File: config.mk
export PLATFORM = sky130hd
export DESIGN_NAME = inst_fetch_unit
export DESIGN_NICKNAME = d
export VERILOG_FILES = /design/src/rtl/inst_fetch_unit_pkg.sv /design/src/rtl/fetch_line_buffer.sv /design/src/rtl/inst_fetch_unit.sv
export SDC_FILE = /design/constraint.sdc
export NUM_CORES = 1
export LEC_CHECK = 0
export BUFFER_PORTS_ARGS = -buffer_cell sky130_fd_sc_hd__buf_2
export CAP_MARGIN = 5
export CORE_ASPECT_RATIO = 0.7
export CORE_UTILIZATION = 56
export CTS_CLUSTER_SIZE = 12
export DETAILED_ROUTE_END_ITERATION = 10
export PLACE_DENSITY = 0.85
export RECOVER_POWER = 100
export SLEW_MARGIN = 20
export SYNTH_ARGS = -nofsm -noshare
export SYNTH_HDL_FRONTEND = slang
export SYNTH_SLANG_ARGS = --single-unit
File: constraint.sdc
create_clock -name clk -period 18.1 [get_ports clk]
set_clock_uncertainty 0.05 [all_clocks]
set_input_delay 0.905 -clock clk [delete_from_list [all_inputs] [get_ports clk]]
set_output_delay 0.905 -clock clk [all_outputs]
set_load 0.1 [all_outputs]
File: src/rtl/inst_fetch_unit_pkg.sv
// inst_fetch_unit_pkg: shared fetch-stage types and geometry constants
package inst_fetch_unit_pkg;
  localparam int INST_SIZE = 32;
  localparam int WORDS_PER_LINE = 8;
  localparam int LINE_SIZE = WORDS_PER_LINE * INST_SIZE / 8;
  localparam int LINE_BITS = LINE_SIZE * 8;
  localparam int WORD_BITS = $clog2(WORDS_PER_LINE);
  localparam int OFFSET = $clog2(INST_SIZE / 8);
  localparam int TAG_BITS = 32 - OFFSET - WORD_BITS;
  localparam logic [6:0] NOOP_CODE = 7'h13;
  localparam logic [INST_SIZE-1:0] NOOP_INST = {{(INST_SIZE-7){1'b0}}, NOOP_CODE};
  typedef enum logic [1:0] {F_REQ, F_WAIT, F_SERVE} t_fetch_state;
endpackage

File: src/rtl/fetch_line_buffer.sv
// fetch_line_buffer: one-line instruction buffer with tag compare and word select
module fetch_line_buffer import inst_fetch_unit_pkg::*; (
  input  logic                 clk,
  input  logic                 load,
  input  logic [LINE_BITS-1:0] line_in,
  input  logic [TAG_BITS-1:0]  tag_in,
  input  logic [WORD_BITS-1:0] idx,
  input  logic [TAG_BITS-1:0]  cmp_tag,
  output logic [INST_SIZE-1:0] word,
  output logic                 hit
);
  logic [LINE_BITS-1:0] line_buf;
  logic [TAG_BITS-1:0]  line_tag;
  always_ff @(posedge clk) begin
    if (load) begin
      line_buf <= line_in;
      line_tag <= tag_in;
    end
  end
  assign word = line_buf[INST_SIZE*int'(idx) +: INST_SIZE];
  assign hit = cmp_tag == line_tag;
endmodule

File: src/rtl/inst_fetch_unit.sv
// inst_fetch_unit: line-based instruction fetch with redirect handling and decode handshake
module inst_fetch_unit import inst_fetch_unit_pkg::*; #(
  parameter logic [31:0] RESET_PC = 32'h0000_0000
) (
  input  logic                 clk,
  input  logic                 rst,
  input  logic                 redirect_valid,
  input  logic [31:0]          redirect_pc,
  output logic                 inst_valid,
  input  logic                 inst_ready,
  output logic [INST_SIZE-1:0] inst,
  output logic [31:0]          inst_pc,
  output logic                 mem_req_valid,
  input  logic                 mem_req_ready,
  output logic [31:0]          mem_req_addr,
  input  logic                 mem_resp_valid,
  input  logic [LINE_BITS-1:0] mem_resp_data
);
  t_fetch_state         state, state_n;
  logic [31:0]          pc, pc_n, rpc, line_pc;
  logic                 discard, discard_n, load, hit;
  logic [WORD_BITS-1:0] idx;
  logic [INST_SIZE-1:0] word;
  assign rpc = redirect_pc & ~32'(INST_SIZE/8 - 1);
  assign idx = pc[OFFSET+WORD_BITS-1:OFFSET];
  fetch_line_buffer u_buf (
    .clk,
    .load,
    .line_in (mem_resp_data),
    .tag_in  (pc[31:OFFSET+WORD_BITS]),
    .idx,
    .cmp_tag (rpc[31:OFFSET+WORD_BITS]),
    .word,
    .hit
  );
  always_ff @(posedge clk) begin
    if (rst) begin
      state   <= F_REQ;
      pc      <= RESET_PC;
      discard <= 1'b0;
    end else begin
      state   <= state_n;
      pc      <= pc_n;
      discard <= discard_n;
    end
  end
  always_comb begin
    state_n   = state;
    pc_n      = redirect_valid ? rpc : pc;
    discard_n = discard;
    load      = 1'b0;
    if (state == F_REQ) begin
      state_n = mem_req_ready ? F_WAIT : F_REQ;
    end else if (state == F_WAIT) begin
      load      = mem_resp_valid && !discard && !redirect_valid;
      state_n   = load ? F_SERVE : mem_resp_valid ? F_REQ : F_WAIT;
      discard_n = redirect_valid ? !mem_resp_valid : mem_resp_valid ? 1'b0 : discard;
    end else begin
      pc_n    = redirect_valid ? rpc : inst_ready ? pc + 32'd4 : pc;
      state_n = redirect_valid ? (hit ? F_SERVE : F_REQ) : (inst_ready && &idx) ? F_REQ : F_SERVE;
    end
  end
  assign line_pc       = redirect_valid ? rpc : pc;
  assign inst_valid    = !rst && state == F_SERVE;
  assign inst          = inst_valid ? word : NOOP_INST;
  assign inst_pc       = rst ? RESET_PC : pc;
  assign mem_req_valid = !rst && state == F_REQ;
  assign mem_req_addr  = {line_pc[31:OFFSET+WORD_BITS], {(OFFSET+WORD_BITS){1'b0}}};
endmodule

# Word level (Yosys, flattened, before mapping)
# Cells that the tools add are included.
[word_totals] regBits=318 input_bits=294 output_inout_bits=98 word_cells=44
[op_classes] n_addsub=1 eq_ne=3 shift=1 muxes=19 n_bitwise=1 reduce_logical=14
[op_table] cell="$shiftx A256 B9 Y32" n=1
[op_table] cell="$mux W32" n=7
[op_table] cell="$add A32 B3 Y32 const B" n=1
[op_table] cell="$eq A27 B27 Y1" n=1
[op_table] cell="$mux W2" n=6
[op_table] cell="$mux W1" n=6
[op_table] cell="$reduce_and A3 Y1" n=2
[op_table] cell="$logic_and A1 B1 Y1" n=5
[op_table] cell="$logic_not A1 Y1" n=4
[op_table] cell="$reduce_bool A4 Y1" n=1
[op_table] cell="$eq A2 B1 Y1 const B" n=1
[op_table] cell="$eq A2 B2 Y1 const B" n=1
[op_table] cell="$logic_not A2 Y1" n=1
[op_table] cell="$reduce_bool A2 Y1" n=1
[op_table] cell="$not A1 Y1" n=1

# Logic depth before layout (Yosys ltp)
[depth] depth_word=6 depth_mapped=7 ltp_nobuf=5

# Hierarchy
# A second synthesis with hierarchy kept.
[hier_totals] hier_cells=820 area_unflattened_um2=13620.6
[modules_own_cells] module="fetch_line_buffer" instances=1 cells_each=433 area_each_um2=10869.2
[modules_own_cells] module="inst_fetch_unit" instances=1 cells_each=387 area_each_um2=2751.4

# Least setup slack after synthesis
# Ideal clock, no wire load.
[synth_path] path_kind="input to register" startpoint="input port mem_resp_valid" endpoint="register u_buf.line_buf[0] (enable)" arrival_ps=7668 setup_slack_ps=9702 stages=2 path_buffers=0 cell_sequence="nor4bb_1 > and2_1"
[synth_between] elab_chain_cells=4
[synth_rtl] element="start, declared" line="inst_fetch_unit.sv:16" source="input logic mem_resp_valid,"
[synth_rtl] element="$logic_and A1 B1 Y1 (2 in series)" line="inst_fetch_unit.sv:55" source="load = mem_resp_valid && !discard && !redirect_valid;"
[synth_rtl] element="$mux W1" line="inst_fetch_unit.sv:54" source="end else if (state == F_WAIT) begin"
[synth_rtl] element="$mux W1" line="inst_fetch_unit.sv:52" source="if (state == F_REQ) begin"
[synth_rtl] element="named net load" line="inst_fetch_unit.sv:21" source="logic discard, discard_n, load, hit;"
[synth_rtl] element="end signal, assigned" line="fetch_line_buffer.sv:16" source="line_buf <= line_in;"
[synth_rtl] element="end, declared" line="fetch_line_buffer.sv:12" source="logic [LINE_BITS-1:0] line_buf;"
# The timed path passes the listed nets, and every way through them passes these cells.
# A chain may end at the register's enable or synchronous reset.

# Final worst setup path
[layout_path] startpoint="input port redirect_valid" endpoint="register u_buf.line_buf[208] (enable)"
[layout_between] elab_chain_cells=4
[layout_rtl] element="start, declared" line="inst_fetch_unit.sv:7" source="input logic redirect_valid,"
[layout_rtl] element="$logic_not A1 Y1" line="inst_fetch_unit.sv:55"
[layout_rtl] element="$logic_and A1 B1 Y1" line="inst_fetch_unit.sv:55"
[layout_rtl] element="$mux W1" line="inst_fetch_unit.sv:54"
[layout_rtl] element="$mux W1" line="inst_fetch_unit.sv:52"
[layout_rtl] element="named net load" line="inst_fetch_unit.sv:21"
# The timed path passes the listed nets, and every way through them passes these cells.

==> metrics.txt <==
status=finished, violations left; failing checks=max-capacitance violations, max-slew violations; Power Density=98.4 nW/um^2; kind of end point of the critical path=flip-flop; Distinct cells, synth=60; Buffers & Inverters on Critical Path=4; WP data required=18.22 ns; crit share post-route=46.0%; CTS clk-pin slew, worst paths=roughly 0.06 ns; register area share after synthesis=68.2%; unrepaired setup endpoints after global routing=false; final slew viol count=326; cts-stage hold buffer count=0; placed cell areas=roughly 16000 um^2; Worst Path Max Fanout=92; worst slew pin tran=roughly 4.3 ns; Final Util=69.6%; Total Power=between 1500 and 2000 uW; Rows=47; placed cells=around 1500; vias in the first global route=9401; IO buf count=384; antenna-violating nets left=0; Finished Layout Cells=1599; hpwl dp=25.3 mm; Die Ht=132 um; GRT Total Usage=approximately 29%; post-route cell area=between 15000 and 20000 um^2; post-cts sizing count=0; CP Data Arrival Time=about 8.5 ns; Area Growth Syn to Fin=22.1%; Final Wtd Congestion=0.949; die area=24700 um^2; # DRC=0; hold crit path type=flip-flop to flip-flop; CP cell instances=buf_2, clkbuf_1, nor4bb_1, and2_0, clkbuf_1, buf_6; initial antenna violation count=8; Inserted Clock Buffers=31; Warnings, synthesis=0; critical path class=input port to flip-flop; Worst setup SP type=input port; async set-or-reset flop fraction in the synthesized netlist=0%; Initial DRC Count=994; Tmin final=8.33 ns; initial core utilization=a little under three fifths; DR vias=9435; 1st-pass router iterations=6; GR Overflow Total=0; Clk Latency, worst-skew pair=0.54 ns; worst-case clock buffer depth=3; leak pwr=0.00580 uW; Top delay family on crit path=buffers and inverters; share of cells above drive strength 1=32.3%; GR Layer Usage met2=between 40% and 50%; Critical Path Max Stage Delay=roughly 3.0 ns; Boundary Pins=392; final setup fails=0; Syn Inst Count=875; Slew HR=-184%; Post-synth EDFFs=283; setup TNS=0 ns; largest net degree at the start of global routing=93; GR Layer Usage met3=8.30%; achievable frequency=120 MHz; syn_area_per_cell=15.4 um^2; Post-layout nets=1547; M1 GR Usage=36.1%; Vias/cell=about 5.9; Top cell by count, worst path=clkbuf_1; CTS tree=done; Slowest-stage cell, CP=clkbuf_1; Die X-Extent=187 um; #FFs+latches synth=318; drt wl/cell=23.1 um; first-pass GRT wire length=53.8 mm; Root Buffer=clkbuf_16; Post-CTS Setup Repair Bufs=0; mapped cell area=13500 um^2; Synth Flop Type=edfxtp_1; Max IR drop VDD=0.0925 mV; H-tree lvl count=1; wirelength, routed=approximately 37 mm; core area=about 24000 um^2; busiest grt layer=met2; Fin. Hold Viols=0; Max-cap violations=5; CTS Sinks=318
logic make-up (layout without fill, tap and decap cells):
logic type	Yosys count	in the layout	synth area share [%]
other cells	1	11	0.0278
mux	84	84	12.3
xor+xnor	32	32	2.08
simple gates	257	257	9.50
buf+inv	73	469	2.22
fa+ha+maj	2	2	0.186
flops	318	318	68.2
compound gates	108	108	5.46
per-stage QoR:
step | hold WS [ns] | setup WS [ns]
final | 0.482 | 9.77
after global routing | 0.463 | 9.14
after CTS | 0.465 | 13.44
after detailed placement | 0.465 | 13.44
after global placement | 0.460 | 13.54
after floorplan | 0.353 | 9.70
power by group:
part	switching, uW	leakage [uW]	internal (uW)
sequential	22.5	0.00287	822
combinational	126	0.00249	61.4
clock	254	0.000442	335
total	402	0.00580	1220
placed cells by master, fill, tap and decap left out, types with 6 or more instances in the layout:
master,count
buf_2,286
edfxtp_1,283
clkbuf_1,124
nand2_1,102
mux4_2,64
a21oi_1,35
nor2_1,33
dfxtp_1,32
clkbuf_16,31
nor2b_1,24
nand3_1,20
inv_1,16
xnor2_1,16
o21ai_0,16
nand4_1,16
xor2_1,16
nor3_1,13
mux2_2,13
nor4_1,11
or4_1,8
a32o_1,8
diode_2,6
a211oi_1,6
metal layers:
metal	vias up	wire, um
li1	4179	-
met1	4581	13600
met2	592	18200
met3	81	3960
met4	2	1180
met5	-	13
path summary, 6_finish.rpt:
check / startpoint / end / slack [ns] / depth (start not counted)
worst max register to register: state[0]$_SDFF_PP0_ / u_buf.line_buf[208]$_DFFE_PP_ / 11.32 / 4
worst max-delay path: redirect_valid / u_buf.line_buf[208]$_DFFE_PP_ / 9.77 / 6
worst min-delay path: pc[17]$_SDFFE_PP0P_ / u_buf.line_tag[12]$_DFFE_PP_ / 0.48 / 0
worst min register to register: pc[17]$_SDFFE_PP0P_ / u_buf.line_tag[12]$_DFFE_PP_ / 0.48 / 0
layout make-up:
| type | count | area, um^2 |
|---|---|---|
| repair buffers | 395 | 1860 |
| clock inverters | 2 | 10.0 |
| diodes | 6 | 15.0 |
| fillers | 1688 | 7180 |
| multi-input cells | 488 | 4000 |
| clock buffers | 55 | 906 |
| well taps | 318 | 398 |
| inverters | 17 | 63.8 |
| flip-flops and latches | 318 | 9210 |
worst reg2reg max path: cells and delay by family (launching register included):
family / cells / cell delay, ns
buffers and inverters: 2 / 3.89
flip-flops: 1 / 0.40
AND/OR/NAND/NOR: 2 / 2.02
synth_stat cells (13+ instances only):
| cell | count | area (um^2) |
|---|---|---|
| nand4_1 | 16 | 100 |
| edfxtp_1 | 283 | 8500 |
| nor3_1 | 13 | 65.1 |
| a21oi_1 | 35 | 175 |
| o21ai_0 | 16 | 80.1 |
| mux2_2 | 15 | 169 |
| dfxtp_1 | 35 | 701 |
| xor2_1 | 16 | 140 |
| inv_1 | 16 | 60.1 |
| clkbuf_1 | 39 | 146 |
| nor2b_1 | 24 | 150 |
| nand2_1 | 102 | 383 |
| xnor2_1 | 16 | 140 |
| nand3_1 | 20 | 100 |
| mux4_2 | 64 | 1440 |
| nor2_1 | 33 | 124 |
sequential cells by signal, indices dropped and copies added (netlist names):
register / flops
discard: 1
pc: 32
state: 2
u_buf.line_buf: 256
u_buf.line_tag: 27
(Power assumes the default switching activity.)
